<file path="config.mk">
export PLATFORM = sky130hd
export DESIGN_NAME = contactor_sequencer
export DESIGN_NICKNAME = d
export VERILOG_FILES = /design/src/rtl/contactor_pkg.sv /design/src/rtl/contactor_channel.sv /design/src/rtl/contactor_sequencer.sv
export SDC_FILE = /design/constraint.sdc
export NUM_CORES = 1
export LEC_CHECK = 0
export ABC_AREA = 1
export BUFFER_PORTS_ARGS = -buffer_cell sky130_fd_sc_hd__clkbuf_2
export CAP_MARGIN = 25
export CELL_PAD_IN_SITES_DETAIL_PLACEMENT = 2
export CELL_PAD_IN_SITES_GLOBAL_PLACEMENT = 2
export CORE_AREA = 3 3 168 252
export DETAILED_ROUTE_END_ITERATION = 8
export DIE_AREA = 0 0 171 255
export PLACE_DENSITY_LB_ADDON = 0.12
export SLEW_MARGIN = 20
export SYNTH_ARGS = -nofsm -noshare
export SYNTH_HDL_FRONTEND = slang
export SYNTH_SLANG_ARGS = --single-unit
</file>
<file path="constraint.sdc">
create_clock -name i_clk -period 5.4 [get_ports i_clk]
set_input_delay 0.81 -clock i_clk [delete_from_list [all_inputs] [get_ports i_clk]]
set_output_delay 0.81 -clock i_clk [all_outputs]
set_load 0.1 [all_outputs]
</file>
<file path="src/rtl/contactor_pkg.sv">
// Shared types and constants for the ring contactor sequencer.
package contactor_pkg;

    localparam int unsigned NUM_CH_DEFAULT = 8;

    localparam int unsigned CH_A = 0;
    localparam int unsigned CH_B = 1;
    localparam int unsigned CH_C = 2;
    localparam int unsigned CH_D = 3;
    localparam int unsigned CH_E = 4;
    localparam int unsigned CH_F = 5;
    localparam int unsigned CH_G = 6;
    localparam int unsigned CH_H = 7;

    typedef enum logic [2:0] {
        ST_OPEN,
        ST_CLOSING,
        ST_CLOSED,
        ST_OPENING,
        ST_FAULT
    } ch_state_t;

endpackage

</file>
<file path="src/rtl/contactor_channel.sv">
// One contactor: feedback synchronizer and debouncer, coil FSM and supervision timer.
module contactor_channel
    import contactor_pkg::*;
#(
    parameter int unsigned DEBOUNCE_CYCLES = 4,
    parameter int unsigned TIMEOUT_CYCLES  = 1000
) (
    input  logic clk,
    input  logic rst_n,
    input  logic req_close,
    input  logic req_open,
    input  logic permit,
    input  logic fb,
    input  logic fault_clr,
    input  logic grant,
    output logic coil,
    output logic closed,
    output logic fault,
    output logic reject,
    output logic pending,
    output logic closing,
    output logic busy
);

    localparam int unsigned DW = $clog2(DEBOUNCE_CYCLES + 1);
    localparam int unsigned TW = $clog2(TIMEOUT_CYCLES + 1);
    localparam logic [DW-1:0] D_LAST  = DW'(DEBOUNCE_CYCLES - 1);
    localparam logic [TW-1:0] T_LIMIT = TW'(TIMEOUT_CYCLES);

    logic [1:0]    fb_sync;
    logic [DW-1:0] db_cnt;
    ch_state_t     state;
    logic [TW-1:0] tcnt;
    logic [TW-1:0] tcnt_inc;
    logic          timed_out;

    always_ff @(posedge clk or negedge rst_n) begin
        if (!rst_n) begin
            fb_sync <= '0;
            db_cnt  <= '0;
            closed  <= 1'b0;
        end else begin
            fb_sync <= {fb_sync[0], fb};
            if (fb_sync[1] == closed) begin
                db_cnt <= '0;
            end else if (db_cnt == D_LAST) begin
                closed <= fb_sync[1];
                db_cnt <= '0;
            end else begin
                db_cnt <= db_cnt + DW'(1);
            end
        end
    end

    // Timer saturates at the limit; every state change below reloads it with zero.
    always_comb begin
        tcnt_inc  = (tcnt >= T_LIMIT) ? tcnt : tcnt + TW'(1);
        timed_out = (tcnt_inc >= T_LIMIT);
        closing   = (state == ST_CLOSING);
        busy      = (state == ST_CLOSING) || (state == ST_OPENING);
    end

    always_ff @(posedge clk or negedge rst_n) begin
        if (!rst_n) begin
            state   <= ST_OPEN;
            tcnt    <= '0;
            pending <= 1'b0;
            coil    <= 1'b0;
            fault   <= 1'b0;
            reject  <= 1'b0;
        end else begin
            reject <= 1'b0;
            tcnt   <= tcnt_inc;
            case (state)
                ST_OPEN: begin
                    if (grant) begin
                        pending <= 1'b0;
                        if (permit) begin
                            state <= ST_CLOSING;
                            coil  <= 1'b1;
                            tcnt  <= '0;
                        end else begin
                            reject <= 1'b1;
                        end
                    end else if (req_open) begin
                        pending <= 1'b0;
                    end else if (req_close) begin
                        pending <= 1'b1;
                    end
                end
                ST_CLOSING: begin
                    if (closed) begin
                        state <= ST_CLOSED;
                        tcnt  <= '0;
                    end else if (timed_out) begin
                        state <= ST_FAULT;
                        coil  <= 1'b0;
                        fault <= 1'b1;
                        tcnt  <= '0;
                    end
                end
                ST_CLOSED: begin
                    // Lost feedback outranks a concurrent open or trip.
                    if (!closed) begin
                        state <= ST_FAULT;
                        coil  <= 1'b0;
                        fault <= 1'b1;
                        tcnt  <= '0;
                    end else if (req_open || !permit) begin
                        state <= ST_OPENING;
                        coil  <= 1'b0;
                        tcnt  <= '0;
                    end
                end
                ST_OPENING: begin
                    if (!closed) begin
                        state <= ST_OPEN;
                        tcnt  <= '0;
                    end else if (timed_out) begin
                        state <= ST_FAULT;
                        fault <= 1'b1;
                        tcnt  <= '0;
                    end
                end
                ST_FAULT: begin
                    if (fault_clr && !closed) begin
                        state <= ST_OPEN;
                        fault <= 1'b0;
                        tcnt  <= '0;
                    end
                end
                default: begin
                    state   <= ST_OPEN;
                    coil    <= 1'b0;
                    fault   <= 1'b0;
                    pending <= 1'b0;
                    tcnt    <= '0;
                end
            endcase
        end
    end

endmodule

</file>
<file path="src/rtl/contactor_sequencer.sv">
// Ring contactor sequencer: round-robin close arbiter with a single-CLOSING guard.
module contactor_sequencer
    import contactor_pkg::*;
#(
    parameter int unsigned NUM_CH          = NUM_CH_DEFAULT,
    parameter int unsigned DEBOUNCE_CYCLES = 4,
    parameter int unsigned TIMEOUT_CYCLES  = 1000
) (
    input  logic              i_clk,
    input  logic              i_rst_n,
    input  logic [NUM_CH-1:0] i_req_close,
    input  logic [NUM_CH-1:0] i_req_open,
    input  logic [NUM_CH-1:0] i_permit,
    input  logic [NUM_CH-1:0] i_fb,
    input  logic [NUM_CH-1:0] i_fault_clr,
    output logic [NUM_CH-1:0] o_coil,
    output logic [NUM_CH-1:0] o_closed,
    output logic [NUM_CH-1:0] o_fault,
    output logic [NUM_CH-1:0] o_reject,
    output logic              o_busy
);

    localparam int unsigned PW = (NUM_CH > 1) ? $clog2(NUM_CH) : 1;

    logic [1:0]        rst_sync;
    logic              rst_n_int;
    logic [NUM_CH-1:0] pending;
    logic [NUM_CH-1:0] closing;
    logic [NUM_CH-1:0] busy;
    logic [NUM_CH-1:0] grant;
    logic [PW-1:0]     rr_ptr;
    logic [PW-1:0]     rr_next;
    logic [PW-1:0]     scan;

    // Assertion reaches every flop at once through rst_n_int; release takes two edges.
    always_ff @(posedge i_clk or negedge i_rst_n) begin
        if (!i_rst_n) rst_sync <= '0;
        else          rst_sync <= {rst_sync[0], 1'b1};
    end
    assign rst_n_int = rst_sync[1];

    always_comb begin
        grant   = '0;
        rr_next = rr_ptr;
        scan    = '0;
        if (closing == '0) begin
            for (int unsigned k = 0; k < NUM_CH; k++) begin
                scan = PW'((32'(rr_ptr) + k) % NUM_CH);
                if (grant == '0 && pending[scan]) begin
                    grant[scan] = 1'b1;
                    rr_next     = PW'((32'(scan) + 1) % NUM_CH);
                end
            end
        end
    end

    always_ff @(posedge i_clk or negedge rst_n_int) begin
        if (!rst_n_int) rr_ptr <= PW'(CH_A);
        else            rr_ptr <= rr_next;
    end

    assign o_busy = |busy;

    for (genvar i = 0; i < NUM_CH; i++) begin : g_ch
        contactor_channel #(
            .DEBOUNCE_CYCLES(DEBOUNCE_CYCLES),
            .TIMEOUT_CYCLES (TIMEOUT_CYCLES)
        ) u_ch (
            .clk      (i_clk),
            .rst_n    (rst_n_int),
            .req_close(i_req_close[i]),
            .req_open (i_req_open[i]),
            .permit   (i_permit[i]),
            .fb       (i_fb[i]),
            .fault_clr(i_fault_clr[i]),
            .grant    (grant[i]),
            .coil     (o_coil[i]),
            .closed   (o_closed[i]),
            .fault    (o_fault[i]),
            .reject   (o_reject[i]),
            .pending  (pending[i]),
            .closing  (closing[i]),
            .busy     (busy[i])
        );
    end

endmodule
</file>
Yosys cells after proc, flatten, opt, wreduce, memory -nomap -nowiden
Cells that the tools add are included.
{ "totals": {"regBits": 189, "in_bits": 42, "out_inout_bits": 33, "word_cells": 809} }
{ "classes": {"add_sub_neg": 30, "n_lt_le_gt_ge": 32, "eq_ne": 120, "n_mux": 384, "bitwise": 39, "n_reduce_logical": 130} }
{ "ops": {"columns": ["operator", "n"], "rows": [
  ["10-bit 2-to-1 mux", 72],
  ["10-bit one-hot mux with 5 select lines", 8],
  ["3-bit 2-to-1 mux", 88],
  ["10-bit greater-or-equal comparator (second input constant)", 16],
  ["1-bit 2-to-1 mux", 152],
  ["8-bit 2-to-1 mux", 16],
  ["3-bit one-hot mux with 5 select lines", 8],
  ["10-bit by 1-bit adder with 10-bit output (second input constant)", 8],
  ["2-bit inequality test (second input constant)", 40],
  ["3-bit by 2-bit equality test with 1-bit output (second input constant)", 24],
  ["8-bit logical NOT", 8],
  ["8-bit OR", 7],
  ["3-bit by 1-bit adder with 3-bit output (second input constant)", 16],
  ["6-bit AND reduction", 8],
  ["1-bit one-hot mux with 5 select lines", 8],
  ["5-bit AND reduction", 8],
  ["2-bit AND reduction", 17],
  ["3-bit by 4-bit less-than comparator with 1-bit output (second input constant)", 8],
  ["2-bit by 1-bit inequality test with 1-bit output (second input constant)", 16],
  ["4-bit inequality test (second input constant)", 8],
  ["1-bit inverter", 32],
  ["1-bit one-hot mux with 4 select lines", 8],
  ["4-bit AND reduction", 8],
  ["4-bit OR reduction", 8],
  ["17 further kinds", 143]
]} }

Logic depth before layout (Yosys ltp)
Gate-level depths: netlist of run 1.
{ "logic_depth": {"depth_word": 36, "depth_mapped": 49, "mapped_depth_nobuf": 44} }

Cells and area by module
A second synthesis of run 1 with hierarchy kept.
{ "hier_totals": {"cells_unflattened": 1888, "hier_area_um2": 13634.3} }
{ "by_module_without_submodules": {"columns": ["module", "instances", "cells_per_inst", "area_per_inst_um2", "seq_area_each_um2"], "rows": [
  ["contactor_channel", 8, 187, 1437.6, 575.6],
  ["contactor_sequencer", 1, 392, 2133.3, 125.1]
]} }

Worst setup path before layout of run 1
Ideal clock, no wire load.
{ "synth_path": {"kind": "register -> register", "from": "register rr_ptr[0]", "to": "register g_ch[0].u_ch.tcnt[0]", "setup_time_ns": 0.154, "arrival_time_ns": 4.867, "required_time_ns": 5.246, "slack_ns": 0.379, "stages_incl_launch_ff": 47, "n_path_buf": 6, "synth_period_minus_slack_ns": 5.021, "path_cell_list": "dfrtp_1 -> buf_6 -> inv_6 -> buf_8 -> ha_1 -> inv_1 -> nand3_1 -> nand3_2 -> o21ai_4 -> nand3_1 -> nand2_1 -> nor2_1 -> nand3_1 -> nor2_1 -> buf_6 -> nand2_1 -> nand2_1 -> nor2_1 -> [... 11 more ...] -> nand2_1 -> nor2_4 -> nand3_1 -> nand2_1 -> nor2_1 -> nand2_2 -> nor2_2 -> buf_6 -> nand2_1 -> nand2_1 -> nand2_1 -> nor2_4 -> nand3_4 -> nand2_1 -> nand3_1 -> nand2_1 -> buf_4 -> a31oi_1"} }
{ "synth_between": {"elab_chain_cells": 36, "word_cells_on_any_way": 102, "classes_between": "add/sub (7); order compare (16); mux (50); bitwise (7); reduce/logical (22)"} }
{ "synth_lines": {"columns": ["element", "line", "text"], "rows": [
  ["start, declared", "contactor_sequencer.sv:31", "logic [PW-1:0] rr_ptr;"],
  ["start signal, assigned", "contactor_sequencer.sv:58", "if (!rst_n_int) rr_ptr <= PW'(CH_A);"],
  ["start signal, assigned", "contactor_sequencer.sv:59", "else rr_ptr <= rr_next;"],
  ["3-bit by 4-bit less-than comparator with 1-bit output (implied by the code) or 3-bit by 1-bit greater-or-equal comparator with 1-bit output (tied branches)", "contactor_sequencer.sv:50", "grant[scan] = 1'b1;"],
  ["1-bit logical AND (implied by the code)", "contactor_sequencer.sv:50", null],
  ["1-bit 2-to-1 mux (implied by the code)", "contactor_sequencer.sv:50", null],
  ["1-bit demux with 3-bit select", "contactor_sequencer.sv:50", null],
  ["8-bit 2-to-1 mux", "contactor_sequencer.sv:49", "if (grant == '0 && pending[scan]) begin"],
  ["8-bit 2-to-1 mux", "contactor_sequencer.sv:46", "if (closing == '0) begin"],
  ["8-bit logical NOT", "contactor_sequencer.sv:49", null],
  ["1-bit logical AND", "contactor_sequencer.sv:49", null],
  ["[... 20 more ...]", null, null],
  ["8-bit 2-to-1 mux", "contactor_sequencer.sv:49", null],
  ["8-bit 2-to-1 mux", "contactor_sequencer.sv:46", null],
  ["8-bit logical NOT", "contactor_sequencer.sv:49", null],
  ["1-bit logical AND", "contactor_sequencer.sv:49", null],
  ["8-bit 2-to-1 mux *", "contactor_sequencer.sv:49", null],
  ["8-bit 2-to-1 mux *", "contactor_sequencer.sv:46", null],
  ["10-bit 2-to-1 mux *", "contactor_channel.sv:76", "if (grant) begin"],
  ["10-bit one-hot mux with 5 select lines *", "contactor_channel.sv:74", "case (state)"],
  ["end signal, assigned", "contactor_channel.sv:73", "tcnt <= tcnt_inc;"],
  ["end, declared", "contactor_channel.sv:33", "logic [TW-1:0] tcnt;"]
]} }
Mark *: on every way between the ends. The rest lies on a longest branch, timed or not. The select of a mux whose other input is x is not followed.
A chain may end at the register's enable or synchronous reset.

Worst setup path after layout of run 1
{ "layout_path": {"from": "register rr_ptr[0]", "to": "register g_ch[4].u_ch.state[0]"} }
{ "layout_between": {"elab_chain_cells": 36, "word_cells_on_any_way": 102, "classes_between": "add/sub (7); order compare (16); eq/ne (1); mux (48); bitwise (7); reduce/logical (23)"} }
{ "layout_lines": {"columns": ["element", "line", "text"], "rows": [
  ["3-bit by 4-bit less-than comparator with 1-bit output (implied by the code) or 3-bit by 1-bit greater-or-equal comparator with 1-bit output (tied branches)", "contactor_sequencer.sv:50", null],
  ["1-bit logical AND (implied by the code)", "contactor_sequencer.sv:50", null],
  ["1-bit 2-to-1 mux (implied by the code)", "contactor_sequencer.sv:50", null],
  ["1-bit demux with 3-bit select", "contactor_sequencer.sv:50", null],
  ["8-bit 2-to-1 mux", "contactor_sequencer.sv:49", null],
  ["8-bit 2-to-1 mux", "contactor_sequencer.sv:46", null],
  ["8-bit logical NOT", "contactor_sequencer.sv:49", null],
  ["1-bit logical AND", "contactor_sequencer.sv:49", null],
  ["[... 20 more ...]", null, null],
  ["8-bit 2-to-1 mux", "contactor_sequencer.sv:49", null],
  ["8-bit 2-to-1 mux", "contactor_sequencer.sv:46", null],
  ["8-bit logical NOT", "contactor_sequencer.sv:49", null],
  ["1-bit logical AND", "contactor_sequencer.sv:49", null],
  ["8-bit 2-to-1 mux *", "contactor_sequencer.sv:49", null],
  ["8-bit 2-to-1 mux *", "contactor_sequencer.sv:46", null],
  ["2-bit inequality test (no line) *", null, null],
  ["4-bit AND reduction (no line) *", null, null],
  ["end signal, assigned", "contactor_channel.sv:120", "state <= ST_FAULT;"],
  ["end signal, assigned", "contactor_channel.sv:127", "state <= ST_OPEN;"],
  ["end signal, assigned", "contactor_channel.sv:133", "state <= ST_OPEN;"],
  ["end, declared", "contactor_channel.sv:32", "ch_state_t state;"]
]} }
Marks and branches as above.

==> flow_summary.yaml, run 1 <==
floorplanning:
  die_y_um: 255
  coreArea_um2: 40300
  io_pins: 75
  die_width_um: 171
  rows: 90
  die_area_um2: 43600
  initial_utilization: 0.319
sta:
  worstMarginPinSlew_ns: 1.30
  finClkSkew_ns: 0.0152
  slew_headroom: 0.125
  max_freq_mhz: 163
  rsz0062_at_grt: "yes"
  timing.hold.ws_ns: 0.110
  fin_crit_ns: 6.15
  maxSlewViolCount: 0
  finalSetupViolations: 115
  hold_viol_final: 0
  finalWorstSetupSlack_ns: -0.750
  period_share: 1.14
logic_synthesis:
  synth_seq_cells: 189
  seq_area_frac_synth: 0.368
  syn_inst: 1821
  synth-xor-area-share: 0.0232
  synth_ff_type: "dfrtp_1"
  synth.net_count: 1895
  synthMuxAreaShare: 0
  synth_enable_flop_cells: 0
  avgSynthCellArea_um2: 7.06
  synth.distinct_cells: 51
  synthesis.area_um2: 12900
  synth_top_family_by_area: "simple AND/OR/NAND/NOR gates"
  ys_warn_count: 0
  synth-compound-area-share: 0.132
  async_flop_share: 1.00
  synthAdderAreaFrac: 0.0311
  synth-simple-area-share: 0.322
detailed_routing:
  ant_nets: 0
  totalWireLength_um: 61300
  viasPerCell: 5.50
  first_pass_iters: 5
  wl_per_cell_um: 23.6
  num_vias: 14300
  drt_iter0_drc: 652
  drc: 0
cts:
  clockBufferDepth: 2
  path_clk_slew_ns: 0.08
  cts_root_buf: "clkbuf_16"
  postCtsHoldBufs: 0
  clk_latency_ns: 0.47
  cts_sinks: 189
  clock_tree.htree_level_count: 4
  cts_tree: "done"
  numCtsBuffers: 17
placement:
  dp_slack_ns: -0.542
  io_buffers: 74
  place_congestion: 0.877
  dp_hpwl_um: 36700
final_layout:
  nNetsFinal: 2156
  postLayoutCoreUtil: 0.429
  area_growth_pct: 34.4
  fillCellCount: 4684
  layout-drive-gt1-share: 0.292
  diodes: 0
critical_path:
  critPathKind: "reg2reg"
  cpMaxStageDelayCell: "dfrtp_2"
  crit_top_cell: "nor2_4"
  crit_family: "simple AND/OR/NAND/NOR gates"
  worstPathMaxFanout: 8
  endpoint_kind: "register"
  cp.arrival_ns: 6.50
  worst_setup_path_start_kind: "register"
  critPathMaxStageDelay_ns: 0.46
  worstPathRequired_ns: 5.75
  critPathBufInv: 10
status:
  status: "finished with violations"
  violations: "negative setup slack"
global_routing:
  grt_pass1_wl_um: 83700
  grt_max_degree: 95
  grt_pass1_vias: 15500
  track_usage: 0.242
  antenna_found_initial: 0
  overflow: 0
run:
  drv_cap: 0
min_path:
  min_path_type: "in2async"
Yosys cell counts, types with 8 or more instances:
cell type | instances | share of area
o211ai_1 | 14 | 0.0082
a2111oi_0 | 13 | 0.0089
xor2_1 | 21 | 0.014
xnor2_1 | 13 | 0.0089
o21ai_0 | 61 | 0.024
nor3_1 | 88 | 0.034
nor2_1 | 195 | 0.057
ha_1 | 32 | 0.031
nor3b_1 | 9 | 0.0053
nor4_1 | 44 | 0.021
buf_4 | 38 | 0.022
a31oi_1 | 81 | 0.039
dfrtp_1 | 189 | 0.37
nand3_1 | 122 | 0.047
nand2_1 | 404 | 0.12
inv_1 | 274 | 0.080
nand3b_1 | 8 | 0.0047
o221ai_1 | 14 | 0.0095
clkbuf_1 | 24 | 0.0070
a21oi_1 | 65 | 0.025
nand4_1 | 25 | 0.012
worst paths after layout:
kind,depth (start not counted),end,startpoint,slack [ns]
min in group i_clk,0,g_ch[7].u_ch.fb_sync[1],g_ch[7].u_ch.fb_sync[0],0.35
worst max register to register,46,g_ch[4].u_ch.state[0],rr_ptr[0],-0.75
worst max-delay path,46,g_ch[4].u_ch.state[0],rr_ptr[0],-0.75
worst min-delay path,1,rst_sync[1],i_rst_n,0.11
max in group asynchronous,1,g_ch[5].u_ch.tcnt[7],rst_sync[1],3.91
worst min register to register,0,g_ch[7].u_ch.fb_sync[1],g_ch[7].u_ch.fb_sync[0],0.35
worst register-to-register path: cells and delay by family, from the launching register on:
family / cells / cell delay (ns)
AOI/OAI and AO/OA: 2 / 0.38
adders and majority gates: 1 / 0.16
buffers and inverters: 10 / 1.31
DFF: 1 / 0.46
and+or+nand+nor: 33 / 3.75
cell families (layout without fill, tap and decap cells):
logic type / count (synthesis) / count (layout)
buffers and inverters: 363 / 635
flip-flops: 189 / 189
AND/OR/NAND/NOR: 929 / 931
AO/OA/AOI/OAI: 273 / 273
XOR/XNOR: 34 / 34
other: 1 / 1
adder cells (fa/ha/maj): 32 / 32
routing by layer:
metal / global-route usage / wire (um) / part of all wire / up-vias
li1: - / - / - / 6536
met1: 0.247 / 21900 / 0.36 / 7247
met2: 0.476 / 33500 / 0.55 / 330
met3: 0.0351 / 1570 / 0.026 / 204
met4: 0.115 / 4310 / 0.070 / 0
met5: 0 / 0 / 0 / -
placed cells by master (no fill, tap or decap), drive strengths merged, types with 11 or more instances in the layout:
| master | instances |
|---|---|
| a2111oi | 13 |
| a21oi | 65 |
| a31oi | 81 |
| buf | 242 |
| clkbuf | 92 |
| clkinv | 11 |
| dfrtp | 189 |
| ha | 32 |
| inv | 289 |
| nand2 | 418 |
| nand3 | 129 |
| nand4 | 25 |
| nor2 | 203 |
| nor3 | 88 |
| nor4 | 44 |
| o211ai | 14 |
| o21ai | 62 |
| o221ai | 14 |
| xnor2 | 13 |
| xor2 | 21 |
final cells by class:
class                           instances  area [um^2]  share of cell area
Inverter                              287         1090              0.0632
Multi-Input combinational cell       1271         7840               0.453
Sequential cell                       189         4740               0.274
Clock buffer                           18          439              0.0254
Clock inverter                         14          126             0.00731
Tap cell                              506          633              0.0366
Timing Repair Buffer                  316         2420               0.140
registers in the layout (all words and copies together) (netlist names):
| name | count |
|---|---|
| g_ch.u_ch.closed | 8 |
| g_ch.u_ch.coil | 8 |
| g_ch.u_ch.db_cnt | 24 |
| g_ch.u_ch.fault | 8 |
| g_ch.u_ch.fb_sync | 16 |
| g_ch.u_ch.pending | 8 |
| g_ch.u_ch.reject | 8 |
| g_ch.u_ch.state | 24 |
| g_ch.u_ch.tcnt | 80 |
| rr_ptr | 3 |
| rst_sync | 2 |
stage by stage:
step	TNS [ns]	std cells	instance area [um^2]
final	-70.49	2601	17300
after global placement	-3.88	2463	14400
after global routing	-95.16	2601	17300
after detailed placement	-48.93	2464	14400
after floorplan	0	1821	12900
after CTS	0	2558	16000
what timing repair did:
item	in CTS	in global routing
pin swaps	56	90
endpoints found under the setup margin	115	115
gates resized for setup	123	217
setup buffers	58	42
cloned	4	2
Power of run 1 is not shown: default switching activity piles up to over one toggle a cycle in this logic, so the estimate is an artifact.
==> inputs of run 2 (changes only) <==
- ABC_AREA: 1 -> not set
- CORE_AREA: 3 3 168 252 -> 3 3 159 238
- DIE_AREA: 0 0 171 255 -> 0 0 162 241
==> flow_summary.yaml, run 2 <==
final_layout:
  layout-drive-gt1-share: 0.161
  area_growth_pct: 12.4
  final_cell_mix: "dfrtp_1 (188), nor2_1 (153), nand2_1 (116)"
  final_common_cell: "dfrtp_1"
  fillCellCount: 4100
  postLayoutCoreUtil: 0.392
  reg_top3: "g_ch.u_ch.tcnt x80, g_ch.u_ch.db_cnt x24, g_ch.u_ch.state x24"
  largest_register_ffs: 80
  nNetsFinal: 1537
  diodes: 0
  top_register: "g_ch.u_ch.tcnt"
logic_synthesis:
  synth_enable_flop_cells: 0
  synth.distinct_cells: 93
  syn_inst: 1423
  synthesis.area_um2: 12500
  async_flop_share: 1.00
  synth_top_cell_area_share: 0.377
  synth_seq_cells: 189
  ys_warn_count: 0
  synth.area.top_cells: "dfrtp_1 (38%), nor2_1 (4.6%), a21oi_1 (3.8%), nand2_1 (3.5%), xor2_1 (3.4%)"
  synth_ff_type: "dfrtp_1"
  post-synth-top-count-cell: "dfrtp_1"
  synth.net_count: 1497
  synth_top_cell_by_area: "dfrtp_1"
  avgSynthCellArea_um2: 8.81
  seq_area_frac_synth: 0.377
  netlist_top_cells_count: "dfrtp_1 (189), nor2_1 (153), nand2_1 (117)"
placement:
  dp_slack_ns: 0.00384
  io_buffers: 74
  dp_hpwl_um: 31800
  place_congestion: 0.932
critical_path:
  worstPathMaxFanout: 17
  worst_setup_path_start_kind: "register"
  worstPathRequired_ns: 5.68
  critPathKind: "reg2reg"
  rrSetupSlack_ns: 0.20
  endpoint_kind: "register"
  cp.arrival_ns: 5.48
cts:
  clockBufferDepth: 2
  cts_sinks: 189
  cts_tree: "done"
  clk_latency_ns: 0.46
  path_clk_slew_ns: 0.07
  clock_tree.htree_level_count: 4
  numCtsBuffers: 17
  cts_root_buf: "clkbuf_16"
  postCtsHoldBufs: 0
sta:
  finClkSkew_ns: 0.0162
  maxSlewViolCount: 0
  fin_crit_ns: 5.20
  max_freq_mhz: 192
  hold_viol_final: 0
  finalWorstSetupSlack_ns: 0.200
  worstMarginPinSlew_ns: 0.915
  slew_headroom: 0.389
  period_share: 0.963
  finalSetupViolations: 0
global_routing:
  antenna_found_initial: 0
  grt_max_degree: 121
  track_usage: 0.219
  overflow: 0
  grt_pass1_vias: 12200
  grt_pass1_wl_um: 67900
detailed_routing:
  viasPerCell: 5.75
  ant_nets: 0
  drt_iter0_drc: 447
  num_vias: 11200
  wl_per_cell_um: 21.7
  first_pass_iters: 4
  drc: 0
  totalWireLength_um: 42400
floorplanning:
  io_pins: 75
  initial_utilization: 0.349
  die_area_um2: 39000
  die_width_um: 162
  coreArea_um2: 35900
  die_y_um: 241
  rows: 85
run:
  drv_cap: 0
status:
  status: "finished clean"
min_path:
  min_path_type: "in2async"
==> run 2: cell types whose count changed in the layout (fill, tap and decap cells not counted), sizes merged, moves of 31 or more <==
cell   before  now
buf       242   50
a21oi      65  101
nor2      203  154
nor2b       0   33
nand2     418  118
a31oi      81   20
nand3     129   68
inv       289   40
nor3       88   57
==> run 2: per-stage QoR <==
stage | hold WS (ns) | area, um^2 | TNS (ns) | cells
floorplan | 0.331 | 12500 | 0 | 1423
global placement | 0.331 | 13300 | 0 | 1916
detailed placement | 0.338 | 13300 | 0 | 1916
CTS | 0.0982 | 13900 | 0 | 1948
global route | 0.102 | 14100 | -0.0196 | 1954
finish | 0.128 | 14100 | 0 | 1954
==> run 2: area by class of cell <==
class / instances / area, um^2 / area share
multi-input combinational: 1091 / 7240 / 0.513
sequential: 189 / 4730 / 0.336
timing repair buffer: 125 / 800 / 0.0567
tap: 478 / 598 / 0.0424
clock buffer: 22 / 474 / 0.0336
inverter: 39 / 146 / 0.0104
clock inverter: 10 / 108 / 0.00763
==> run 2: cell families (layout without fill, tap and decap cells) <==
| logic type | count (synthesis) | in the layout | synth area share |
|---|---|---|---|
| buffers and inverters | 143 | 196 | 0.0560 |
| adder cells (fa/ha/maj) | 32 | 32 | 0.0319 |
| AO/OA/AOI/OAI | 341 | 341 | 0.192 |
| AND/OR/NAND/NOR | 593 | 593 | 0.240 |
| multiplexers | 38 | 38 | 0.0424 |
| flip-flops | 189 | 189 | 0.377 |
| XOR/XNOR | 86 | 86 | 0.0601 |
| other | 1 | 1 | 0.000299 |
==> run 2: metal layers <==
metal / track usage / routed length [um] / vias to the layer above
met3: 0.0309 / 987 / 91
met2: 0.404 / 22700 / 167
met5: 0 / 0 / -
met4: 0.105 / 1920 / 0
li1: - / - / 5228
met1: 0.246 / 16800 / 5756
==> run 2: worst max-delay path, cell delays in order, from the launching register on <==
cell,delay [ns]
dfrtp_1,0.37
buf_6,0.21
mux2_1,0.35
mux4_2,0.62
buf_4,0.24
a21o_1,0.20
a31o_2,0.24
a211oi_1,0.44
o21ai_2,0.18
a2111oi_2,0.40
nand4_1,0.25
a21o_2,0.36
or2_2,0.32
o221ai_1,0.31
o2111a_1,0.30
buf_12,0.14
nor3_1,0.07
==> run 2: repair_timing <==
item                       4_1_cts  5_1_grt
resized for setup                2       23
setup buffers                    0        4
setup endpoints to repair       15      100
pin swaps                        0        2
==> run 2: path summary, 6_finish.rpt <==
| check | start | endpoint | cells past startpoint |
|---|---|---|---|
| worst max-delay path | rr_ptr[1] | g_ch[5].u_ch.tcnt[0] | 16 |
| worst min-delay path | i_rst_n | rst_sync[1] | 1 |
| min in group i_clk | g_ch[0].u_ch.fb_sync[0] | g_ch[0].u_ch.fb_sync[1] | 0 |
| worst min register to register | rst_sync[1] | g_ch[0].u_ch.db_cnt[0] | 0 |
| worst max register to register | rr_ptr[1] | g_ch[5].u_ch.tcnt[0] | 16 |
| max in group asynchronous | rst_sync[1] | g_ch[1].u_ch.tcnt[1] | 1 |
Power of run 2 is left out for the same reason.
